### src/rtl/div_unit_pkg.sv
// Shared types and constants for the multi-cycle integer divider.
// State encodings, handshake levels and the operand magnitude helper.
package div_unit_pkg;

    typedef enum logic [1:0] {
        DIV_FREE    = 2'b00,
        DIV_BY_ZERO = 2'b01,
        DIV_ON      = 2'b10,
        DIV_END     = 2'b11
    } div_state_e;

    localparam logic DIV_RESULT_READY     = 1'b1;
    localparam logic DIV_RESULT_NOT_READY = 1'b0;
    localparam logic DIV_START            = 1'b1;
    localparam logic DIV_STOP             = 1'b0;

    localparam logic [5:0] DIV_ITERS = 6'd32;

    // Magnitude of a signed operand; unsigned operands pass through.
    function automatic logic [31:0] div_abs(input logic       is_signed,
                                            input logic [31:0] v);
        return (is_signed && v[31]) ? (~v + 32'd1) : v;
    endfunction

endpackage

### src/rtl/div_unit.sv
// Multi-cycle 32-bit restoring divider for DIV/DIVU.
// Returns {remainder, quotient} after 32 iterations plus a sign fix-up.
module div_unit
    import div_unit_pkg::*;
(
    input  logic        clk,
    input  logic        rst,
    input  logic        signed_i,
    input  logic [31:0] dividend_i,
    input  logic [31:0] divider_i,
    input  logic        start_i,
    input  logic        annul_i,
    output logic [63:0] result_o,
    output logic        success_o
);

    div_state_e  state_q;
    logic [5:0]  cnt_q;
    logic [64:0] w_q;
    logic [31:0] divisor_q;
    logic        signed_q;
    logic        dsign_q;
    logic        vsign_q;
    logic [63:0] result_q;
    logic        success_q;

    logic [32:0] diff_d;
    logic [64:0] w_d;
    logic [31:0] quot_d;
    logic [31:0] rem_d;
    logic        abort_d;

    // One subtract/shift step and the final sign correction.
    always_comb begin
        diff_d  = {1'b0, w_q[63:32]} - {1'b0, divisor_q};
        w_d     = diff_d[32] ? {w_q[63:0], 1'b0}
                             : {diff_d[31:0], w_q[31:0], 1'b1};
        quot_d  = (signed_q && (dsign_q ^ vsign_q))
                ? (~w_q[31:0] + 32'd1) : w_q[31:0];
        rem_d   = (signed_q && dsign_q)
                ? (~w_q[64:33] + 32'd1) : w_q[64:33];
        abort_d = annul_i || (start_i == DIV_STOP);
    end

    // Sequencer: accept, iterate, fix up, hold result until start drops.
    always_ff @(posedge clk) begin
        if (rst) begin
            state_q   <= DIV_FREE;
            cnt_q     <= 6'd0;
            w_q       <= 65'd0;
            divisor_q <= 32'd0;
            signed_q  <= 1'b0;
            dsign_q   <= 1'b0;
            vsign_q   <= 1'b0;
            result_q  <= 64'd0;
            success_q <= DIV_RESULT_NOT_READY;
        end else begin
            unique case (state_q)
                DIV_FREE: begin
                    if (start_i == DIV_START && !annul_i) begin
                        if (divider_i == 32'd0) begin
                            state_q <= DIV_BY_ZERO;
                        end else begin
                            state_q   <= DIV_ON;
                            cnt_q     <= 6'd0;
                            signed_q  <= signed_i;
                            dsign_q   <= dividend_i[31];
                            vsign_q   <= divider_i[31];
                            divisor_q <= div_abs(signed_i, divider_i);
                            // Dividend sits one bit up so the first
                            // compare already sees its MSB.
                            w_q <= {32'd0,
                                    div_abs(signed_i, dividend_i),
                                    1'b0};
                        end
                    end
                end
                DIV_BY_ZERO: begin
                    result_q <= 64'd0;
                    if (abort_d) begin
                        state_q   <= DIV_FREE;
                        success_q <= DIV_RESULT_NOT_READY;
                    end else begin
                        state_q   <= DIV_END;
                        success_q <= DIV_RESULT_READY;
                    end
                end
                DIV_ON: begin
                    if (abort_d) begin
                        state_q   <= DIV_FREE;
                        result_q  <= 64'd0;
                        success_q <= DIV_RESULT_NOT_READY;
                    end else if (cnt_q < DIV_ITERS) begin
                        w_q   <= w_d;
                        cnt_q <= cnt_q + 6'd1;
                    end else begin
                        result_q  <= {rem_d, quot_d};
                        success_q <= DIV_RESULT_READY;
                        state_q   <= DIV_END;
                    end
                end
                DIV_END: begin
                    if (abort_d) begin
                        state_q   <= DIV_FREE;
                        result_q  <= 64'd0;
                        success_q <= DIV_RESULT_NOT_READY;
                    end
                end
                default: begin
                    state_q <= DIV_FREE;
                end
            endcase
        end
    end

    assign result_o  = result_q;
    assign success_o = success_q;

endmodule

### config.mk
export PLATFORM = sky130hd
export DESIGN_NAME = div_unit
export DESIGN_NICKNAME = d
export VERILOG_FILES = /design/src/rtl/div_unit_pkg.sv /design/src/rtl/div_unit.sv
export SDC_FILE = /design/constraint.sdc
export NUM_CORES = 1
export LEC_CHECK = 0
export ABC_AREA = 1
export CORE_MARGIN = 2
export CORE_UTILIZATION = 50
export CTS_CLUSTER_DIAMETER = 40
export DETAILED_ROUTE_END_ITERATION = 8
export HOLD_SLACK_MARGIN = 0.06
export PLACE_DENSITY = 0.72
export SYNTH_ARGS = -nofsm -noshare
export SYNTH_HDL_FRONTEND = slang
export SYNTH_SLANG_ARGS = --single-unit
### constraint.sdc
create_clock -name clk -period 5.1 [get_ports clk]
set_clock_uncertainty 0.15 [all_clocks]
set_input_delay 1.275 -clock clk [delete_from_list [all_inputs] [get_ports clk]]
set_output_delay 1.275 -clock clk [all_outputs]
set_load 0.02 [all_outputs]
**Word level (Yosys, flattened, before mapping)**

Cells that the tools add are included.
Widths: inputs -> output; s select.

- Logic and storage cells: 78
- Register bits: 173
- Output and inout port bits: 65
- Input bits: 69

- Multiplexer cells: 31
- $lt $le $gt $ge: 1
- Bitwise gates (word level): 7
- Equality and inequality tests: 9
- Reduce and logical (&&, ||, !) cells: 15
- Add/sub/neg operators: 6

Operators by type and width:

| cell | number |
|---|---|
| $mux 65 | 5 |
| $mux 64 | 3 |
| $pmux 64 s3 | 1 |
| $pmux 65 s2 | 1 |
| $add 32x1->32 const B | 4 |
| $mux 32 | 4 |
| $not 32->32 | 4 |
| $sub 32x32->33 | 1 |
| $logic_not 32->1 | 1 |
| $mux 6 | 4 |
| $mux 2 | 6 |
| $pmux 6 s2 | 1 |
| $ne 2x2->1 const B | 5 |
| $reduce_and 3->1 | 3 |
| $pmux 2 s4 | 1 |
| $add 6x1->6 const B | 1 |
| $lt 6x6->1 const B | 1 |
| $logic_and 1x1->1 | 5 |
| $reduce_and 5->1 | 1 |
| $eq 2x2->1 const B | 2 |
| $mux 1 | 4 |
| $ne 3x3->1 const B | 1 |
| $pmux 1 s3 | 1 |
| $reduce_bool 3->1 | 1 |
| 7 further kinds | 8 |

**Logic depth before layout (Yosys ltp)**

- Depth in word-level cells: 6
- Gate-level depth with buffers: 16
- Mapped depth without buffers: 16

**Least setup slack after synthesis**

OpenSTA, ideal clock, no wires.

- Path kind: input to register
- Start point: input port divider_i[0]
- End point: register divisor_q[28]
- Setup time: 0.109 ns
- Stages on the path: 13
- Setup slack: 2.280 ns
- Data required time: 4.841 ns
- Buffers on the path: 0
- Data arrival time: 2.561 ns
- Path through: inv_1 ha_1 nand3_1 nor2_1 nand2_1 inv_1 nand2_1 o21ai_0 nand2_1 a21oi_1 nand2_1 nand2_1 inv_1

- Longest elaborated chain between the ends: 3
- Elaborated cells on any way between the ends: 6
- Those cells by class: add/sub (1); mux (1); bitwise (2); reduce/logical (2)

Ends and longest elaborated chain:

| item | line | RTL |
|---|---|---|
| from (decl) | div_unit.sv:10 | `input logic [31:0] divider_i,` |
| $not 32->32 / $logic_not 32->1 (equally long branches) | div_unit_pkg.sv:22, div_unit.sv:61 |  |
| $add 32x1->32 / $not 1->1 (equally long branches) | n/a |  |
| $mux 32 / $reduce_and 3->1 (equally long branches) | n/a |  |
| to (signal assigned) | div_unit.sv:69 | `divisor_q <= div_abs(signed_i, divider_i);` |
| to (decl) | div_unit.sv:20 | `logic [31:0] divisor_q;` |

Parallel ways exist; a longest one is shown, timed or not.
A chain may end at the register's enable or synchronous reset.

**Worst setup path in the final report**

- Start point: input port divider_i[0]
- End point: register w_q[22]

- Longest elaborated chain between the ends: 3

Ends and longest elaborated chain:

| item | line | RTL |
|---|---|---|
| $logic_not 32->1 | div_unit.sv:61 | `if (divider_i == 32'd0) begin` |
| $ne 2x2->1 (no line) | n/a |  |
| $reduce_and 5->1 (no line) | n/a |  |
| to (signal assigned) | div_unit.sv:72 | `w_q <= {32'd0,` |
| to (signal assigned) | div_unit.sv:94 | `w_q <= w_d;` |
| to (decl) | div_unit.sv:19 | `logic [64:0] w_q;` |

No other way between the ends.

==> summary.txt <==
Status -> complete, no violations
CTS tree -> yes
Synth Area per Inst -> 5.76 µm²
Critical path class -> input pin to flip-flop
Design Power -> 0.00480 W
Share of cells above drive strength 1 -> 0.0283
CTS sink cnt -> 173
Routed wire length -> 41,000 µm
DIE WIDTH -> 164 µm
Placement row count -> 58
Global placer's final weighted congestion -> 0.978
Pwr per Cell Area -> 321 nW/µm²
Ports -> 134
Post-synth top flop -> dfxtp_1
Synth Area in Compound Gates -> 0.130
Core ar. -> 25,200 µm²
Max clock buf depth -> 2
NumNets Final -> 2,433
H-tree depth -> 4
DRT iter0 DRCs -> 1,362
WL met2 -> 18,900 µm
Critical Path Source Type -> input pin
Initial antenna violation count -> 0
Total number of vias -> 14,200
Most frequent cells in the layout -> nand2_1, inv_1, nand3_1
Dpl hpwl -> 32,100 µm
Hold Violations, Final -> 0
Most common cell after layout, fill and taps aside -> nand2_1
Slew @ Worst Pin -> 0.885 ns
Synth Area in Adders -> 0.0424
Setup TNS -> 0 ns
DRT met1 WL -> 18,900 µm
Slew Limit Headroom -> 0.409
Grt ovf -> 0
Slowest cell on crit path -> clkdlybuf4s50_1
Top delay family on crit path -> buffers and inverters
Initial DRT Pass Iterations -> 5
CP arrival -> 3.91 ns
Fmax -> 0.271 GHz
Initial core utilization -> 0.510
Syn Nets -> 2,344
Req. time, crit path -> 5.32 ns
Via/cell ratio -> 5.32
Drt wl/cell -> 15.4 µm
All-Layer GR Usage -> 0.308
Hold crit path type -> flip-flop to flip-flop
Hold Slack -> 0.314 ns
Fin. max-slew vios -> 0
Setup bufs post-CTS -> 0
Proportion of synthesized area in mux cells -> 0
XOR/XNOR Fraction of Synth Area -> 0.0429
Die area -> 27,000 µm²
Synth Warn # -> 0
Async set or reset register ratio after synthesis -> 0
# Max-Cap Violations -> 0
Final worst slack -> 1.41 ns
CTS Hold Buffers Added -> 0
FF+latch count, synth -> 173
Worst skew pair latency -> 0.45 ns
Final setup viols -> 0
Inst Count DP -> 2,632
Tmin final -> 3.69 ns
P_leak -> 7.07 nW
Chip Height -> 164 µm
Root buffer cell -> clkbuf_16
DRC Markers -> 0
CTS resizes -> 0
Max stage delay on crit path -> 0.42 ns
Mapped Area -> 12,900 µm²
CP most frequent cell -> nor2_1
Routed Antenna Nets -> 0
Final Cycle Share -> 0.723
Yosys cell types -> 40
EDFF count, synth -> 0
N_diodes -> 0
Post-synthesis simple-gate area fraction -> 0.389
VDD IR max -> 0.300 mV
Non-Filler Instances -> 2,664
Synth-to-layout area growth -> 16.4%
Largest net degree at the start of global routing -> 69
Largest family of logic cells by synthesized area -> simple AND/OR/NAND/NOR gates
Total CTS buffers -> 17
RSZ-0062 raised after global routing -> false
Sequential element share of the synthesized area -> 0.269
Crit-path cells -> clkdlybuf4s50_1, inv_1, ha_1, nand2_1, nor2_1, nand2_1, nor2_1, nand2_1, nand2_2, buf_4, inv_1, o21ai_0, nor2_1, nor2_1
Highest routed layer -> met4
Number of port buffers -> 133
Vias in the first global route -> 12,800
Nature of the critical path endpoint -> flip-flop
WL met3 -> 2430 µm
Mapped Cells -> 2,232
First-pass GRT wire length -> 65,800 µm
Worst-path clk slew -> 0.07 ns
CP bufs+invs -> 4
Dpl ws -> 1.02 ns
Crit-path max FO -> 40
-- flip-flops by register name, summed over array words and instances (netlist names) --
register   cells
divisor_q     32
signed_q       1
success_o      1
cnt_q          6
state_q        2
dsign_q        1
vsign_q        1
w_q           65
result_o      64
-- worst min-delay path, stage by stage, from the launching register on --
cell     delay [ns]
dfxtp_1        0.31
nand2_1        0.06
a21oi_1        0.05
-- synthesized netlist by cell type (27+ instances only) --
master	n	area, µm²
a21oi_1	190	951
buf_2	30	150
clkbuf_1	41	154
dfxtp_1	173	3460
ha_1	42	526
inv_1	333	1250
nand2_1	695	2610
nand3_1	227	1140
nand4_1	27	169
nor2_1	211	792
nor3_1	27	135
o21ai_0	97	485
xor2_1	42	368
-- layout make-up --
cell class / count / area, µm²
clock buffer: 18 / 439
clock inverter: 14 / 146
fill: 2584 / 10200
inverter: 343 / 1290
multi-input combinational: 1639 / 7780
sequential: 173 / 3460
tap: 330 / 413
timing repair buffer: 147 / 1430
-- cell families after synthesis --
group,Yosys count
flops,173
compound gates,323
fa+ha+maj,43
simple gates,1210
xor+xnor,63
buf+inv,420
-- path summary, 6_finish.rpt --
check | startpoint | slack [ns] | cells past startpoint | to
min reg2reg | result_o[40]$_SDFFE_PP0P_ | 0.31 | 2 | result_o[40]$_SDFFE_PP0P_
max | divider_i[0] | 1.41 | 14 | w_q[22]$_SDFFE_PP0P_
min | result_o[40]$_SDFFE_PP0P_ | 0.31 | 2 | result_o[40]$_SDFFE_PP0P_
max reg2reg | w_q[32]$_SDFFE_PP0P_ | 1.92 | 15 | w_q[50]$_SDFFE_PP0P_
-- report_power, final --
group	internal [W]	total (W)	switching, W
logic	0.000579	0.00190	0.00132
clock network	0.000667	0.00132	0.000656
registers	0.00147	0.00158	0.000116
total	0.00271	0.00480	0.00209
-- metrics by stage --
stage,utilization,cell area [µm²]
after floorplan,-,12900
after global placement,0.571,14400
after detailed placement,0.571,14400
final,0.594,15000
after CTS,0.594,15000
after global routing,0.594,15000
-- per-layer routing --
layer | up-vias | track usage
met1 | 6436 | 0.432
met5 | - | 0
li1 | 7226 | -
met4 | 0 | 0.0809
met2 | 474 | 0.503
met3 | 48 | 0.0343
(Power assumes the default switching activity.)
